### src/rtl/prog_loader.sv
`default_nettype none
// ============================================================================
//  Module      : prog_loader
//  Description : UART (8N1) program loader. It receives a one-byte word count
//                N followed by N little-endian 32-bit words and writes them
//                to the instruction memory. The datapath is held in reset
//                until the whole program has arrived.
//
//  Ports
//    clk          in   1   system clock, all state on the rising edge
//    reset        in   1   asynchronous active-high reset
//    rx           in   1   UART serial input (idle high, 8N1, LSB first)
//    imem_we      out  1   one-cycle instruction-memory write strobe
//    imem_addr    out  6   word address (instruction-memory addr[7:2])
//    imem_wdata   out  32  assembled instruction word
//    core_reset   out  1   high holds the datapath in reset
//    load_done    out  1   high once the program is completely loaded
//    frame_err    out  1   sticky framing-error flag
//    words_loaded out  7   number of words written to memory
//
//  Revision    : 1.0 - initial release
// ============================================================================
module prog_loader #(
    parameter int CLKS_PER_BIT = 868,
    parameter int DEPTH        = 64
) (
    input  logic        clk,
    input  logic        reset,
    input  logic        rx,
    output logic        imem_we,
    output logic [5:0]  imem_addr,
    output logic [31:0] imem_wdata,
    output logic        core_reset,
    output logic        load_done,
    output logic        frame_err,
    output logic [6:0]  words_loaded
);

    // ------------------------------------------------------------------------
    // Constants
    // ------------------------------------------------------------------------
    localparam int c_CNT_W = (CLKS_PER_BIT > 1) ? $clog2(CLKS_PER_BIT) : 1;
    localparam int c_HALF  = CLKS_PER_BIT / 2;

    localparam logic [c_CNT_W-1:0] c_FULL_M1 = c_CNT_W'(CLKS_PER_BIT - 1);
    // Guard against CLKS_PER_BIT < 2, where the half-bit point would be zero.
    localparam logic [c_CNT_W-1:0] c_HALF_M1 = c_CNT_W'((c_HALF > 0) ? (c_HALF - 1) : 0);
    localparam logic [5:0]         c_ADDR_MAX = 6'(DEPTH - 1);
    localparam logic [8:0]         c_DEPTH9   = 9'(DEPTH);
    localparam logic [6:0]         c_WL_MAX   = 7'(DEPTH);

    // ------------------------------------------------------------------------
    // State encodings
    // ------------------------------------------------------------------------
    typedef enum logic [1:0] {
        RX_IDLE  = 2'd0,
        RX_START = 2'd1,
        RX_DATA  = 2'd2,
        RX_STOP  = 2'd3
    } rx_state_t;

    typedef enum logic [1:0] {
        L_HDR  = 2'd0,
        L_LOAD = 2'd1,
        L_DONE = 2'd2,
        L_ERR  = 2'd3
    } ld_state_t;

    // ------------------------------------------------------------------------
    // Receiver signals
    // ------------------------------------------------------------------------
    logic               r_rx_meta;
    logic               r_rx_sync;
    logic               r_rx_prev;
    rx_state_t          r_rx_state;
    rx_state_t          w_rx_next;
    logic [c_CNT_W-1:0] r_clk_cnt;
    logic [2:0]         r_bit_cnt;
    logic [7:0]         r_shift;
    logic [7:0]         r_byte;
    logic               r_byte_valid;
    logic               r_rx_ferr;
    logic               w_fall;
    logic               w_tick;

    // ------------------------------------------------------------------------
    // Loader signals
    // ------------------------------------------------------------------------
    ld_state_t          r_ld_state;
    ld_state_t          w_ld_next;
    logic [7:0]         r_n;
    logic [7:0]         r_word_idx;
    logic [1:0]         r_byte_idx;
    logic [23:0]        r_partial;
    logic               r_we;
    logic               r_last_wr;
    logic [5:0]         r_addr;
    logic [31:0]        r_wdata;
    logic [6:0]         r_words_loaded;
    logic               r_load_done;
    logic               r_core_reset;
    logic               r_frame_err;
    logic               w_word_done;
    logic               w_in_range;
    logic               w_last;

    // ------------------------------------------------------------------------
    // Input synchronizer. The extra r_rx_prev stage gives a clean edge detect
    // on the synchronized signal; all three flops reset to the idle level so
    // no false start bit is seen right after reset release.
    // ------------------------------------------------------------------------
    always_ff @(posedge clk or posedge reset) begin
        if (reset) begin
            r_rx_meta <= 1'b1;
            r_rx_sync <= 1'b1;
            r_rx_prev <= 1'b1;
        end else begin
            r_rx_meta <= rx;
            r_rx_sync <= r_rx_meta;
            r_rx_prev <= r_rx_sync;
        end
    end

    assign w_fall = r_rx_prev & ~r_rx_sync;
    // The start bit is checked at its midpoint; every later bit one full bit
    // period after the previous sample, so samples stay centred.
    assign w_tick = (r_rx_state == RX_START) ? (r_clk_cnt == c_HALF_M1)
                                             : (r_clk_cnt == c_FULL_M1);

    // ------------------------------------------------------------------------
    // Receiver FSM: state register
    // ------------------------------------------------------------------------
    always_ff @(posedge clk or posedge reset) begin
        if (reset) begin
            r_rx_state <= RX_IDLE;
        end else begin
            r_rx_state <= w_rx_next;
        end
    end

    // ------------------------------------------------------------------------
    // Receiver FSM: next state
    // ------------------------------------------------------------------------
    always_comb begin
        w_rx_next = r_rx_state;
        case (r_rx_state)
            RX_IDLE: begin
                if (w_fall) begin
                    w_rx_next = RX_START;
                end
            end
            RX_START: begin
                if (w_tick) begin
                    // High at mid start bit is a glitch, not a character.
                    w_rx_next = r_rx_sync ? RX_IDLE : RX_DATA;
                end
            end
            RX_DATA: begin
                if (w_tick && (r_bit_cnt == 3'd7)) begin
                    w_rx_next = RX_STOP;
                end
            end
            RX_STOP: begin
                if (w_tick) begin
                    w_rx_next = RX_IDLE;
                end
            end
            default: w_rx_next = RX_IDLE;
        endcase
    end

    // ------------------------------------------------------------------------
    // Receiver datapath: bit timing, shift register, byte / error pulses
    // ------------------------------------------------------------------------
    always_ff @(posedge clk or posedge reset) begin
        if (reset) begin
            r_clk_cnt    <= '0;
            r_bit_cnt    <= 3'd0;
            r_shift      <= 8'd0;
            r_byte       <= 8'd0;
            r_byte_valid <= 1'b0;
            r_rx_ferr    <= 1'b0;
        end else begin
            r_byte_valid <= 1'b0;
            r_rx_ferr    <= 1'b0;
            case (r_rx_state)
                RX_IDLE: begin
                    r_clk_cnt <= '0;
                    r_bit_cnt <= 3'd0;
                end
                RX_START: begin
                    r_clk_cnt <= w_tick ? '0 : r_clk_cnt + 1'b1;
                end
                RX_DATA: begin
                    if (w_tick) begin
                        r_clk_cnt <= '0;
                        r_shift   <= {r_rx_sync, r_shift[7:1]};
                        r_bit_cnt <= r_bit_cnt + 3'd1;
                    end else begin
                        r_clk_cnt <= r_clk_cnt + 1'b1;
                    end
                end
                RX_STOP: begin
                    if (w_tick) begin
                        r_clk_cnt <= '0;
                        if (r_rx_sync) begin
                            r_byte_valid <= 1'b1;
                            r_byte       <= r_shift;
                        end else begin
                            r_rx_ferr <= 1'b1;
                        end
                    end else begin
                        r_clk_cnt <= r_clk_cnt + 1'b1;
                    end
                end
                default: begin
                    r_clk_cnt <= '0;
                end
            endcase
        end
    end

    // ------------------------------------------------------------------------
    // Loader decode
    // ------------------------------------------------------------------------
    assign w_word_done = r_byte_valid && (r_ld_state == L_LOAD) && (r_byte_idx == 2'd3);
    assign w_in_range  = ({1'b0, r_word_idx} < c_DEPTH9);
    assign w_last      = (({1'b0, r_word_idx} + 9'd1) == {1'b0, r_n});

    // ------------------------------------------------------------------------
    // Loader FSM: state register
    // ------------------------------------------------------------------------
    always_ff @(posedge clk or posedge reset) begin
        if (reset) begin
            r_ld_state <= L_HDR;
        end else begin
            r_ld_state <= w_ld_next;
        end
    end

    // ------------------------------------------------------------------------
    // Loader FSM: next state
    // ------------------------------------------------------------------------
    always_comb begin
        w_ld_next = r_ld_state;
        case (r_ld_state)
            L_HDR: begin
                if (r_byte_valid) begin
                    w_ld_next = (r_byte == 8'd0) ? L_DONE : L_LOAD;
                end else if (r_rx_ferr) begin
                    w_ld_next = L_ERR;
                end
            end
            L_LOAD: begin
                if (r_rx_ferr) begin
                    w_ld_next = L_ERR;
                end else if (r_we && r_last_wr) begin
                    // Last word written: finish after its strobe cycle.
                    w_ld_next = L_DONE;
                end else if (w_word_done && w_last && !w_in_range) begin
                    // Last word discarded: no strobe to wait for.
                    w_ld_next = L_DONE;
                end
            end
            L_DONE:  w_ld_next = L_DONE;
            L_ERR:   w_ld_next = L_ERR;
            default: w_ld_next = L_ERR;
        endcase
    end

    // ------------------------------------------------------------------------
    // Loader datapath: word assembly, write strobe, address and counters
    // ------------------------------------------------------------------------
    always_ff @(posedge clk or posedge reset) begin
        if (reset) begin
            r_n            <= 8'd0;
            r_word_idx     <= 8'd0;
            r_byte_idx     <= 2'd0;
            r_partial      <= 24'd0;
            r_we           <= 1'b0;
            r_last_wr      <= 1'b0;
            r_addr         <= 6'd0;
            r_wdata        <= 32'd0;
            r_words_loaded <= 7'd0;
        end else begin
            r_we      <= 1'b0;
            r_last_wr <= 1'b0;

            if ((r_ld_state == L_HDR) && r_byte_valid) begin
                r_n        <= r_byte;
                r_word_idx <= 8'd0;
                r_byte_idx <= 2'd0;
            end else if (w_word_done) begin
                r_word_idx <= r_word_idx + 8'd1;
                r_byte_idx <= 2'd0;
                // Out-of-range words are counted but leave wdata untouched,
                // so it keeps showing the last word actually written.
                if (w_in_range) begin
                    r_we      <= 1'b1;
                    r_last_wr <= w_last;
                    r_wdata   <= {r_byte, r_partial};
                end
            end else if (r_byte_valid && (r_ld_state == L_LOAD)) begin
                case (r_byte_idx)
                    2'd0:    r_partial[7:0]   <= r_byte;
                    2'd1:    r_partial[15:8]  <= r_byte;
                    default: r_partial[23:16] <= r_byte;
                endcase
                r_byte_idx <= r_byte_idx + 2'd1;
            end

            // Address and count advance at the end of the strobe cycle so
            // they are stable while imem_we is high.
            if (r_we) begin
                if (r_addr != c_ADDR_MAX) begin
                    r_addr <= r_addr + 6'd1;
                end
                if (r_words_loaded != c_WL_MAX) begin
                    r_words_loaded <= r_words_loaded + 7'd1;
                end
            end
        end
    end

    // ------------------------------------------------------------------------
    // Status outputs registered from the next state so they change exactly
    // with the state and never glitch.
    // ------------------------------------------------------------------------
    always_ff @(posedge clk or posedge reset) begin
        if (reset) begin
            r_load_done  <= 1'b0;
            r_core_reset <= 1'b1;
            r_frame_err  <= 1'b0;
        end else begin
            r_load_done  <= (w_ld_next == L_DONE);
            r_core_reset <= (w_ld_next != L_DONE);
            if (w_ld_next == L_ERR) begin
                r_frame_err <= 1'b1;
            end
        end
    end

    assign imem_we      = r_we;
    assign imem_addr    = r_addr;
    assign imem_wdata   = r_wdata;
    assign core_reset   = r_core_reset;
    assign load_done    = r_load_done;
    assign frame_err    = r_frame_err;
    assign words_loaded = r_words_loaded;

endmodule
`default_nettype wire

### config.mk
export PLATFORM = sky130hd
export DESIGN_NAME = prog_loader
export DESIGN_NICKNAME = d
export VERILOG_FILES = /design/src/rtl/prog_loader.sv
export SDC_FILE = /design/constraint.sdc
export NUM_CORES = 1
export LEC_CHECK = 0
export BUFFER_PORTS_ARGS = -buffer_cell sky130_fd_sc_hd__buf_2
export CORE_MARGIN = 2
export CORE_UTILIZATION = 40
export CTS_BUF_LIST = sky130_fd_sc_hd__clkbuf_16
export DETAILED_ROUTE_END_ITERATION = 10
export PLACE_DENSITY = 0.63
export SKIP_CTS_REPAIR_TIMING = 1
export SYNTH_ARGS = -nofsm -noshare
export SYNTH_HDL_FRONTEND = slang
export SYNTH_SLANG_ARGS = --single-unit
export TNS_END_PERCENT = 100
### constraint.sdc
create_clock -name clk -period 5.6 [get_ports clk]
set_input_delay 1.68 -clock clk [delete_from_list [all_inputs] [get_ports clk]]
set_output_delay 1.68 -clock clk [all_outputs]
set_load 0.1 [all_outputs]
---- Word-level counts from Yosys, hierarchy flattened ----
Cells that the tools add are included.
operators by class
  add/sub/neg operators ................... 7
  order comparisons ....................... 1
  eq/ne operators ......................... 22
  multiplexer cells ....................... 35
  bitwise operators ....................... 5
  reductions and logical operators ........ 27
operators with widths
  operator                 number
  $mux W2                  14
  $pmux W10 S2             1
  $mux W8                  2
  $pmux W2 S4              2
  $reduce_and A4 Y1        4
  $eq A2 B2 Y1 const B     7
  $mux W1                  13
  $ne A2 B2 Y1 const B     6
  $add A10 B1 Y10 const B  1
  $eq A10 B10 Y1 const B   1
  $eq A10 B9 Y1 const B    1
  $mux W10                 1
  $add A8 B1 Y9 const B    1
  $eq A9 B8 Y1             1
  $add A8 B1 Y8 const B    1
  $logic_not A8 Y1         1
  $lt A8 B7 Y1 const B     1
  $reduce_and A2 Y1        4
  $add A7 B1 Y7 const B    1
  $logic_and A1 B1 Y1      7
  $ne A7 B7 Y1 const B     1
  $add A6 B1 Y6 const B    1
  $eq A2 B1 Y1 const B     3
  $logic_not A2 Y1         3
  other kinds (14)         19
word-level totals
  register bits ........................... 130
  input port bits ......................... 3
  output and inout port bits .............. 49
  word-level logic and storage cells ...... 122

---- Longest topological paths before layout ----
  depth in word-level cells ............... 10
  mapped depth ............................ 8
  depth with buffers taken out ............ 7

---- Worst setup path after synthesis ----
No wires, ideal clock.
  path kind ............................... register -> output
  start point ............................. register r_we, in the netlist imem_we
  end point ............................... output port imem_we
  arrival time ............................ 0.978 ns
  data required time ...................... 3.920 ns
  setup slack ............................. 2.942 ns
  cell stages (with the launch flop) ...... 1
  buffers on the path ..................... 0
  cell sequence ........................... dfrtp_1
RTL lines
  item                    line  RTL
  from (decl)             95    logic r_we;
  from (signal assigned)  280   r_we <= 1'b0;
  from (signal assigned)  286   r_we <= 1'b0;
  from (signal assigned)  299   r_we <= 1'b1;
  to (decl)               30    output logic imem_we,
No word-level cell between the ends.

---- Worst setup path after layout ----
  start point ............................. register r_we, in the netlist imem_we
  end point ............................... output port imem_we
No word-level cell between the ends.

==> results.json <==
{
  "ys_top_cells_by_area": "dfrtp_1 56%, mux2_2 9.6%, nand2_1 8.2%, xnor2_1 2.3%, ha_1 2.2%",
  "worstMarginPinSlew_ps": 1092,
  "r2r_start": "r_byte_idx[0]$_DFFE_PP0P_",
  "fin_nets": 579,
  "fmax_ghz": 0.3237,
  "min_from": "r_rx_meta$_DFF_PP1_",
  "min_path_type": "reg2reg",
  "syn_area_per_cell_um2": 10.88,
  "netlist_top_cells_count": "126 x dfrtp_1, 123 x nand2_1, 48 x mux2_2",
  "clkSinkCount": 130,
  "wl_met3_um": 318,
  "critPathBufInv": 1,
  "post-route-min-period_ps": 3089,
  "grt_pass1_wl_mm": 18.94,
  "core_um2": 13770,
  "dieArea_um2": 14970,
  "pre_cts_ws_ps": 2837,
  "start_kind": "flip-flop",
  "leakage_nw": 3.430,
  "dp_hpwl_mm": 7.220,
  "cp-startpoint": "imem_we$_DFF_PP0_",
  "grt_usage_pct": 16.26,
  "syn_inst": 515,
  "gp_congestion": 0.8404,
  "ys_async_sr_fraction_pct": 100.0,
  "ys_ff_latch": 130,
  "end_kind": "primary output",
  "ys_warn_count": 0,
  "rsz0062_at_grt": "no",
  "post-route-cell-area_um2": 6604,
  "irDropWorstVdd_v": 0.0001636,
  "cts_buffers": 17,
  "m1WireLength_mm": 5.033,
  "overflow": 0,
  "path_class": "reg2out",
  "clock_latency_ps": 410,
  "seq_power_share_pct": 46.4,
  "grt_max_degree": 47,
  "yosysMostFrequentCell": "dfrtp_1",
  "drtIter0Drc": 224,
  "diodes": 0,
  "dr.pass1.iters": 4,
  "synth_flop_cell": "dfrtp_1",
  "crit_slowest_cell": "dfrtp_1",
  "num_rows": 43,
  "tns_ps": 0,
  "synth_edf_count": 0,
  "cp_data_arrival_time_ps": 1410,
  "synth_top_area_share_pct": 56.29,
  "clk_pin_slew_worst_paths_ps": 50,
  "io_buffers": 51,
  "seq_area_frac_synth_pct": 58.16,
  "maxCapViolations": 0,
  "critPathMaxStageDelay_ps": 510,
  "highest_layer": "met4",
  "switching_share_pct": 23.14,
  "chipHeight_um": 122.3,
  "final_antenna_net_count": 0,
  "maxSlewHeadroom_pct": 27.13,
  "route.detailed.drc": 0,
  "synth_area_um2": 5602,
  "area_growth_pct": 17.89,
  "routed-wl-met2_mm": 5.750,
  "ios": 52,
  "worstPathRequired_ps": 3920,
  "synth_cell_types": 49,
  "clkPwrFrac_pct": 50.1,
  "htree_num_levels": 4,
  "avgRoutedWirePerCell_um": 14.82,
  "setup_ws_ps": 2511,
  "power.density_nw_per_um2": 326.8,
  "start_util_pct": 40.67,
  "drive_gt1_share_pct": 24.70,
  "setup_violations": 0,
  "vias": 3818,
  "power_frac_comb_pct": 3.5,
  "postRouteWirelength_mm": 11.25,
  "finalClockSkew_ps": 6.484,
  "worstPathMaxFanout": 8,
  "fin_crit_sh_pct": 55.16,
  "grt_antenna_before_repair": 0,
  "syn_nets": 528,
  "die_x_um": 122.3,
  "final-hold-violation-count": 0,
  "status": "finished, final reports clean",
  "crit_family": "flip-flops",
  "vias_per_cell": 5.030,
  "cell_internal_pwr_mw": 1.659,
  "cts_tree": "done",
  "grt_pass1_vias": 3921,
  "cts-root-buf": "clkbuf_16",
  "path_cells": "buf_2",
  "placed_cell_area_um2": 6021,
  "p_sw_mw": 0.4993,
  "clockBufferDepth": 2,
  "maxSlewViolCount": 0,
  "synth_largest_area_cell": "dfrtp_1"
}
==> registers in the layout, indices dropped and copies added, names as in the netlist, 2 cells and up, named ones only <==
signal,count
r_bit_cnt,3
r_shift,8
imem_wdata,32
imem_addr,6
r_byte,8
r_n,8
r_word_idx,8
words_loaded,7
r_partial,24
r_ld_state,2
r_clk_cnt,10
r_byte_idx,2
==> stage by stage <==
| stage | instances | hold WS (ps) | util, % | total power, mW |
|---|---|---|---|---|
| 6_report | 759 | 354.3 | 47.95 | 2.158 |
| 5_1_grt | 759 | 356.0 | 47.95 | 2.244 |
| 4_1_cts | 759 | 354.9 | 47.95 | 2.179 |
| 3_3_place_gp | 727 | 346.8 | 43.71 | 1.089 |
| 2_1_floorplan | 515 | 345.2 | - | 1.070 |
| 3_5_place_dp | 727 | 346.8 | 43.71 | 1.092 |
==> power groups by stage <==
stage,Combinational [mW],Sequential [mW],Clock [mW]
2_1_floorplan,0.0623,1.01,0
3_3_place_gp,0.0735,1.02,0
3_5_place_dp,0.0754,1.02,0
4_1_cts,0.0781,1.00,1.10
5_1_grt,0.0894,1.01,1.15
6_report,0.0755,1.00,1.08
==> cell families after synthesis <==
kind of cell / after synthesis / synth area share [%]
flip-flops: 130 / 58.16
AND/OR/NAND/NOR: 208 / 16.91
XOR/XNOR: 27 / 4.222
multiplexers: 49 / 9.828
AO/OA/AOI/OAI: 53 / 6.031
adder cells (fa/ha/maj): 10 / 2.234
buffers and inverters: 38 / 2.613
==> cell usage in the layout (no fill, tap or decap), types with 5 or more instances in the layout <==
cell and count:
and3_1 5, nand3_1 11, mux2_2 48, dfrtp_1 126
or3_1 5, a21oi_1 8, ha_1 10, nand2b_1 5
buf_2 51, clkbuf_16 17, xnor2_1 15, xor2_1 12
inv_1 16, nand4_1 6, nor2_1 29, o21ai_0 19
nand2_1 123
==> worst paths after layout <==
kind                                         endpoint  slack [ps]  cells past startpoint
setup / recovery                              imem_we        2510                      1
hold / removal                    r_rx_sync$_DFF_PP1_         350                      0
setup reg to reg           imem_wdata[24]$_DFFE_PP0P_        2850                      6
hold reg to reg                   r_rx_sync$_DFF_PP1_         350                      0
max in group asynchronous   imem_wdata[8]$_DFFE_PP0P_        3340                      3
min in group asynchronous    imem_addr[1]$_DFFE_PP0P_        1310                      2
==> layout make-up <==
class	count	area, µm²
clock buffers	17	425.4
repair buffers	54	277.8
fillers	1271	7169
well taps	180	225.2
flip-flops and latches	130	3258
inverters	16	62.56
multi-input cells	347	2197
clock inverters	15	157.7
==> per-layer routing <==
metal / up-vias / track usage [%]
li1: 1844 / -
met2: 50 / 27.19
met4: 0 / 5.532
met1: 1910 / 20.75
met5: - / 0
met3: 14 / 3.903
Power figures use the tool's default switching activity.
